### src/rtl/sad_stream_min.sv
// sad_stream_min: row-serial block SAD over a candidate search, tracking the minimum SAD and its index.
module sad_stream_min #(
  parameter int BLK_W = 4,
  parameter int BLK_H = 4,
  parameter int PIX_W = 8,
  parameter int IDX_W = 16,
  localparam int SAD_W = PIX_W + $clog2(BLK_W*BLK_H)
) (
  input  logic                   clk,
  input  logic                   rst,
  input  logic                   start,
  input  logic                   in_valid,
  output logic                   in_ready,
  input  logic [BLK_W*PIX_W-1:0] crop_row,
  input  logic [BLK_W*PIX_W-1:0] win_row,
  input  logic                   search_last,
  output logic [SAD_W-1:0]       sad_val,
  output logic                   sad_valid,
  output logic [IDX_W-1:0]       sad_idx,
  output logic [SAD_W-1:0]       min_sad,
  output logic [IDX_W-1:0]       min_idx,
  output logic                   done,
  output logic                   busy
);
  localparam int RW = $clog2(BLK_H);
  localparam logic [1:0] IDLE = 2'd0, RUN = 2'd1, DR1 = 2'd2, DR2 = 2'd3;
  logic [1:0] st;
  logic [RW-1:0] row;
  logic [IDX_W-1:0] cand;
  logic [SAD_W-1:0] row_sum, s1_rs, acc;
  logic [PIX_W:0] diff [BLK_W];
  logic [PIX_W:0] ad [BLK_W];
  logic s1_v, s1_last, accept, last_row;
  assign in_ready = st == RUN;
  assign busy = st != IDLE;
  assign accept = in_valid && in_ready;
  assign last_row = row == RW'(BLK_H-1);
  always_comb begin
    row_sum = '0;
    for (int c = 0; c < BLK_W; c++) begin
      diff[c] = {1'b0, crop_row[c*PIX_W +: PIX_W]} - {1'b0, win_row[c*PIX_W +: PIX_W]};
      ad[c] = diff[c][PIX_W] ? -diff[c] : diff[c];
      row_sum = row_sum + SAD_W'(ad[c]);
    end
  end
  always_ff @(posedge clk or posedge rst) begin
    if (rst) begin
      st <= IDLE;
      row <= '0;
      cand <= '0;
      s1_rs <= '0;
      s1_v <= 1'b0;
      s1_last <= 1'b0;
      acc <= '0;
      sad_val <= '0;
      sad_valid <= 1'b0;
      sad_idx <= '0;
      min_sad <= '1;
      min_idx <= '0;
      done <= 1'b0;
    end else begin
      s1_v <= accept;
      s1_last <= accept && last_row;
      sad_valid <= 1'b0;
      done <= 1'b0;
      if (accept) s1_rs <= row_sum;
      if (st == IDLE && start) begin
        st <= RUN;
        min_sad <= '1;
        min_idx <= '0;
        cand <= '0;
      end
      if (accept) begin
        row <= last_row ? '0 : row + RW'(1);
        if (last_row && search_last) st <= DR1;
      end
      if (st == DR1) st <= DR2;
      if (st == DR2) begin
        st <= IDLE;
        done <= 1'b1;
      end
      // the accumulator is cleared in the same edge that publishes the block total
      if (s1_v) begin
        acc <= s1_last ? '0 : acc + s1_rs;
        if (s1_last) begin
          sad_val <= acc + s1_rs;
          sad_valid <= 1'b1;
          sad_idx <= cand;
          cand <= cand + IDX_W'(1);
        end
      end
      if (sad_valid && sad_val < min_sad) begin
        min_sad <= sad_val;
        min_idx <= sad_idx;
      end
    end
  end
endmodule

### config.mk
export PLATFORM = sky130hd
export DESIGN_NAME = sad_stream_min
export DESIGN_NICKNAME = d
export VERILOG_FILES = /design/src/rtl/sad_stream_min.sv
export SDC_FILE = /design/constraint.sdc
export NUM_CORES = 1
export LEC_CHECK = 0
export BUFFER_PORTS_ARGS = -buffer_cell sky130_fd_sc_hd__buf_2
export CAP_MARGIN = 0
export CORE_ASPECT_RATIO = 0.7
export CORE_MARGIN = 5
export CORE_UTILIZATION = 35
export DETAILED_ROUTE_END_ITERATION = 10
export GPL_TIMING_DRIVEN = 0
export PLACE_DENSITY = 0.66
export SLEW_MARGIN = 20
export SYNTH_ARGS = -nofsm -noshare
export SYNTH_HDL_FRONTEND = slang
export SYNTH_SLANG_ARGS = --single-unit
### constraint.sdc
create_clock -name clk -period 3.5 [get_ports clk]
set_clock_uncertainty 0.15 [all_clocks]
set_input_delay 0.7 -clock clk [delete_from_list [all_inputs] [get_ports clk]]
set_output_delay 0.7 -clock clk [all_outputs]
set_load 0.1 [all_outputs]
### After elaboration in Yosys (flattened, before gate mapping)

Index checks and enable logic that the tools add are counted.

| storage, ports and cells | value |
|---|---|
| bits of input ports | 69 |
| register bits after elaboration | 104 |
| output and inout bits | 60 |
| logic and storage cells | 62 |

| cells by class | value |
|---|---|
| add/sub/neg operators | 14 |
| mux-type cells | 21 |
| reduce and logical (&&, ||, !) cells | 9 |
| equal/unequal tests | 4 |
| order comparisons | 1 |

Operators by type and width:

| operator | count |
|---|---|
| $mux W16 | 5 |
| $mux W12 | 3 |
| $mux W9 | 4 |
| $neg A9 Y9 | 4 |
| $sub A8 B8 Y9 | 4 |
| $add A16 B1 Y16 const B | 1 |
| $add A11 B9 Y12 | 1 |
| $add A12 B12 Y12 | 1 |
| $lt A12 B12 Y1 | 1 |
| $mux W2 | 6 |
| $add A10 B9 Y11 | 1 |
| $add A9 B9 Y10 | 1 |
| $eq A2 B2 Y1 const B | 3 |
| $logic_and A1 B1 Y1 | 5 |
| $reduce_bool A2 Y1 | 2 |
| $mux W1 | 3 |
| $add A2 B1 Y2 const B | 1 |
| $eq A2 B1 Y1 const B | 1 |
| $logic_not A2 Y1 | 1 |
| $reduce_and A2 Y1 | 1 |

### Depth between registers and ports, before layout

| depth | value |
|---|---|
| word-level depth | 7 |
| depth in mapped cells | 23 |
| mapped depth without buffers | 23 |

### Least setup slack after synthesis

OpenSTA, ideal clock, no wires.

| timing | value |
|---|---|
| path type | input to register |
| from | input crop_row[8] |
| to | register s1_rs[9] |
| data arrival time | 5.356 ns |
| stages | 23 |
| setup slack | -2.126 ns |
| buffers on the path | 0 |
| library setup time | 0.120 ns |
| required time | 3.230 ns |
| path through | inv_1 ha_1 inv_1 fa_1 a211oi_1 nor2_1 or3_4 a21oi_1 o21bai_1 mux2_2 fa_1 inv_1 fa_1 inv_1 ha_1 fa_1 a21o_1 a21oi_1 o21bai_1 nand3_1 a21boi_0 or3_1 a31o_2 |

| between the ends | value |
|---|---|
| longest elaborated chain between the ends | 6 |

Ends and longest elaborated chain:

| element | RTL line | text |
|---|---|---|
| from (decl) | 14 | `input logic [BLK_W*PIX_W-1:0] crop_row,` |
| $sub A8 B8 Y9 * | 41 | `diff[c] = {1'b0, crop_row[c*PIX_W +: PIX_W]} - {1'b0, win_row[c*PIX_W +: PIX_W]};` |
| $neg A9 Y9 | 42 | `ad[c] = diff[c][PIX_W] ? -diff[c] : diff[c];` |
| $mux W9 * | 42 |  |
| $add A9 B9 Y10 * | 43 | `row_sum = row_sum + SAD_W'(ad[c]);` |
| $add A10 B9 Y11 * | 43 |  |
| $add A11 B9 Y12 * | 43 |  |
| to (signal assigned) | 66 | `if (accept) s1_rs <= row_sum;` |
| to (decl) | 30 | `logic [SAD_W-1:0] row_sum, s1_rs, acc;` |

Mark *: on every way between the ends. The rest lies on a longest branch, timed or not.
A chain may end at the register's enable or synchronous reset.

### Final worst setup path

Same ends and word-level chain as after synthesis.

==> impl_metrics.xml <==
<?xml version="1.0" encoding="UTF-8"?>
<metrics>
  <group name="placed_design">
    <metric name="detailed_place.area" unit="sq um">8750</metric>
    <metric name="detailedPlacementHpwl" unit="um">14200</metric>
    <metric name="buffer_ports.inserted" unit="">128</metric>
    <metric name="gp_routability_congestion" unit="">0.824</metric>
    <metric name="dp_cells" unit="">1261</metric>
  </group>
  <group name="detailed_routing">
    <metric name="drt-total-wl" unit="um">17600</metric>
    <metric name="drt_pre_antenna_iters" unit="">4</metric>
    <metric name="detail-route-antenna-nets" unit="">0</metric>
    <metric name="vias" unit="">6193</metric>
    <metric name="routed_len_inst" unit="um">13.6</metric>
    <metric name="detail_route.drc_violations" unit="">0</metric>
    <metric name="drtIter0Drc" unit="">311</metric>
    <metric name="post_drt_via_cell_ratio" unit="">4.77</metric>
  </group>
  <group name="cts">
    <metric name="worstSkewPairLatency" unit="ns">0.35</metric>
    <metric name="maximum_buffer_depth_of_the_clock_tree" unit="">2</metric>
    <metric name="cts-buffers-inserted" unit="">9</metric>
    <metric name="tritoncts" unit="">done</metric>
    <metric name="cts.sink_count" unit="">103</metric>
    <metric name="clk_transition_reported_paths" unit="ns">0.08</metric>
    <metric name="cts.htree.levels" unit="">3</metric>
    <metric name="cts-root-buf" unit="">clkbuf_16</metric>
  </group>
  <group name="critical_path">
    <metric name="crit_slowest_cell" unit="">fa_1</metric>
    <metric name="max_fo_critical_path" unit="">3</metric>
    <metric name="cp_slowest_stage_delay" unit="ns">0.55</metric>
    <metric name="setup.worst_path.start_class" unit="">input port</metric>
    <metric name="r2r_start" unit="">s1_rs[0]$_DFFE_PP0P_</metric>
    <metric name="setup.worst_path.class" unit="">in -&gt; reg</metric>
    <metric name="critical_path_cell_by_cell" unit="">buf_8, inv_12, ha_4, inv_2, fa_2, a211oi_2, nor2_1, or3_4, a21oi_4, o21bai_4, mux2_4, fa_1, inv_2, fa_1, inv_2, ha_4, fa_2, a21o_1, a21oi_2, o21bai_1, nand3_1, a21boi_2, or3_1, a31o_2</metric>
    <metric name="crit_top_cell" unit="">inv_2</metric>
    <metric name="crit_path_start" unit="">crop_row[8]</metric>
    <metric name="critical_path.endpoint_type" unit="">register</metric>
    <metric name="worst_ep_arrival_time" unit="ns">5.38</metric>
    <metric name="cp.required" unit="ns">3.58</metric>
  </group>
  <group name="global_routing">
    <metric name="largest_net_degree_at_the_start_of_global_routing" unit="">32</metric>
    <metric name="grt.total_usage" unit="%">14.2</metric>
    <metric name="grt_pass1_wl" unit="um">29400</metric>
    <metric name="number_of_antenna_violations_at_the_first_check_in_global_routing" unit="">2</metric>
    <metric name="leftover_overflow_at_the_end_of_global_routing" unit="">0</metric>
    <metric name="via_count_of_the_first_global_routing_pass" unit="">5982</metric>
  </group>
  <group name="sta">
    <metric name="hold_viol" unit="">0</metric>
    <metric name="setup_slack" unit="ns">-1.80</metric>
    <metric name="period_share" unit="%">151</metric>
    <metric name="timing.final.crit_period" unit="ns">5.30</metric>
    <metric name="timing.final.setup_violations" unit="">10</metric>
    <metric name="timing_worst_slew_pin_value" unit="ns">0.646</metric>
    <metric name="slew_viol_final" unit="">0</metric>
    <metric name="slew_headroom" unit="%">56.8</metric>
    <metric name="maxClockFrequency" unit="MHz">189</metric>
    <metric name="grt_setup_unrepaired" unit="">true</metric>
  </group>
  <group name="finish">
    <metric name="fill_cells" unit="">2087</metric>
    <metric name="fin_cells" unit="">1297</metric>
    <metric name="final_non_filler_cell_area" unit="sq um">9400</metric>
    <metric name="layout.nets" unit="">1172</metric>
    <metric name="multi_input_comb_area" unit="sq um">4700</metric>
    <metric name="register_cell_area_after_layout" unit="sq um">2590</metric>
    <metric name="num_antenna_cells" unit="">0</metric>
    <metric name="drive_gt1_share" unit="%">25.3</metric>
    <metric name="layout_common_cells" unit="">129 x buf_2, 114 x inv_1, 108 x nand2_1</metric>
    <metric name="layout.cells.most_common" unit="">buf_2</metric>
    <metric name="syn_to_final_growth" unit="%">24.5</metric>
  </group>
  <group name="run_status">
    <metric name="status" unit="">finished with violations</metric>
    <metric name="failing_checks" unit="">negative setup slack</metric>
  </group>
  <group name="pwr">
    <metric name="sw_frac_of_total" unit="%">51.2</metric>
    <metric name="power.share.clock" unit="%">10.4</metric>
    <metric name="power.net_switching" unit="mW">4.79</metric>
    <metric name="power.sequential.fraction" unit="%">19.8</metric>
    <metric name="total_leakage_power" unit="nW">4.91</metric>
    <metric name="int_power" unit="mW">4.57</metric>
    <metric name="pwr-share-comb" unit="%">69.8</metric>
    <metric name="pwr_density_cell" unit="nW/um^2">996</metric>
    <metric name="power.ir.vdd_worst" unit="V">0.000697</metric>
  </group>
  <group name="yosys">
    <metric name="ys_ff_latch" unit="">103</metric>
    <metric name="synthesis.nets" unit="">1010</metric>
    <metric name="mappedNetlistArea" unit="sq um">7550</metric>
    <metric name="synthCells" unit="">848</metric>
    <metric name="synth_warnings" unit="">0</metric>
    <metric name="synth.yosys.seq_area_share" unit="%">34.3</metric>
    <metric name="avgSynthCellArea" unit="sq um">8.91</metric>
    <metric name="synth_ff_type" unit="">dfrtp_1</metric>
    <metric name="async_set_or_reset_flop_fraction_in_the_synthesized_netlist" unit="%">100</metric>
    <metric name="synth.lib_cells_used.distinct" unit="">56</metric>
    <metric name="synth-edff-count" unit="">0</metric>
  </group>
  <group name="die">
    <metric name="die_width" unit="um">186</metric>
    <metric name="floorplan.initialDensity" unit="%">35.2</metric>
    <metric name="floorplan.die.height" unit="um">133</metric>
    <metric name="ioPinCount" unit="">129</metric>
    <metric name="placement_rows" unit="">45</metric>
    <metric name="fp.dieArea" unit="sq um">24700</metric>
    <metric name="core" unit="sq um">21500</metric>
  </group>
  <group name="flow_run">
    <metric name="maxCapViolCount" unit="">0</metric>
  </group>
  <group name="worst_hold_path">
    <metric name="holdCritPathClass" unit="">in -&gt; async</metric>
  </group>
</metrics>
[final timing paths]
check,end,slack [ns],depth (start not counted)
max,s1_rs[9]$_DFFE_PP0P_,-1.80,24
min,cand[5]$_DFF_PP0_,0.28,2
max reg2reg,acc[8]$_DFFE_PP0P_,0.82,9
min reg2reg,s1_rs[2]$_DFFE_PP0P_,0.34,2
max in group asynchronous,min_idx[3]$_DFFE_PP0P_,1.95,5
min in group clk,s1_rs[2]$_DFFE_PP0P_,0.34,2
[cell usage after synthesis, drive strengths merged, types with 5 or more instances]
cell / instances / area share [%]
dfrtp: 91 / 30
and3: 7 / 0.58
o21ai: 67 / 4.5
nand2b: 8 / 0.66
mux2: 14 / 2.1
o21bai: 7 / 0.70
or3: 5 / 0.48
dfstp: 12 / 4.2
a21o: 23 / 2.3
o31ai: 6 / 0.60
xor2: 23 / 2.7
fa: 23 / 6.1
nor2: 42 / 2.1
ha: 70 / 12
o22ai: 8 / 0.66
nand2: 110 / 5.5
nor3: 6 / 0.40
a31o: 5 / 0.58
nand4: 6 / 0.50
mux2i: 18 / 2.4
a21oi: 35 / 2.4
o21a: 5 / 0.50
nor2b: 10 / 0.83
nand3: 21 / 1.4
o211ai: 6 / 0.60
clkbuf: 13 / 0.65
a211oi: 6 / 0.60
inv: 126 / 6.3
xnor2: 36 / 4.2
[critical path: cells and delay by family]
kind / cells / cell delay (ns)
buf+inv: 5 / 0.27
fa+ha+maj: 6 / 2.01
mux: 1 / 0.34
simple gates: 4 / 0.86
compound gates: 8 / 1.18
[per-stage QoR]
step	setup TNS, ns	utilization [%]	setup slack, ns	power, mW	hold WS, ns
6_report	-12.53	43.8	-1.80	9.36	0.284
5_1_grt	-13.68	43.8	-1.91	10.2	0.334
4_1_cts	-12.49	43.0	-1.77	8.90	0.290
3_5_place_dp	-17.08	40.8	-2.30	7.42	0.332
3_3_place_gp	-16.74	40.5	-2.27	7.33	0.315
2_1_floorplan	-12.66	-	-1.86	6.36	0.300
[power groups by stage]
| stage | Clock, mW | Sequential, mW | Combinational, mW |
|---|---|---|---|
| after floorplan | 0 | 3.17 | 3.19 |
| after global placement | 0 | 1.87 | 5.45 |
| after detailed placement | 0 | 1.87 | 5.55 |
| after CTS | 1.00 | 1.85 | 6.05 |
| after global routing | 1.05 | 1.90 | 7.21 |
| final | 0.973 | 1.85 | 6.53 |
[registers in the layout (all words and copies together) (netlist names)]
signal,count
min_idx,16
s1_last,1
acc,12
row,2
s1_rs,11
sad_val,12
done,1
sad_valid,1
cand,16
s1_v,1
min_sad,12
st,2
sad_idx,16
[cell families after synthesis]
logic type               count (synthesis)  synth area share (%)
flip-flops                             103                  34.3
AND/OR/NAND/NOR                        231                  13.9
buffers and inverters                  143                  7.29
XOR/XNOR                                59                  6.84
multiplexers                            32                  4.47
AO/OA/AOI/OAI                          187                  15.4
adder cells (fa/ha/maj)                 93                  17.7
[layer usage]
layer / vias up / track usage [%] / routed length (um)
li1: 3165 / - / -
met1: 2937 / 21.6 / 9040
met2: 81 / 21.2 / 7700
met3: 6 / 3.54 / 817
met4: 4 / 1.46 / 23
met5: - / 0 / 23
[layout make-up]
| type | instances | area share, % |
|---|---|---|
| Multi-Input combinational cell | 602 | 50.0 |
| Tap cell | 282 | 3.75 |
| Inverter | 126 | 5.23 |
| Buffer | 17 | 0.825 |
| Timing Repair Buffer | 151 | 9.57 |
| Clock buffer | 9 | 2.40 |
| Clock inverter | 7 | 0.679 |
| Sequential cell | 103 | 27.6 |
[what timing repair did]
action	in CTS	in global routing
resized for setup	23	20
pin swaps	21	20
hold buffers	0	0
setup buffers	11	10
endpoints found under the setup margin	10	10
gates cloned	0	0
Note: power is estimated with default switching activity, not from simulation.
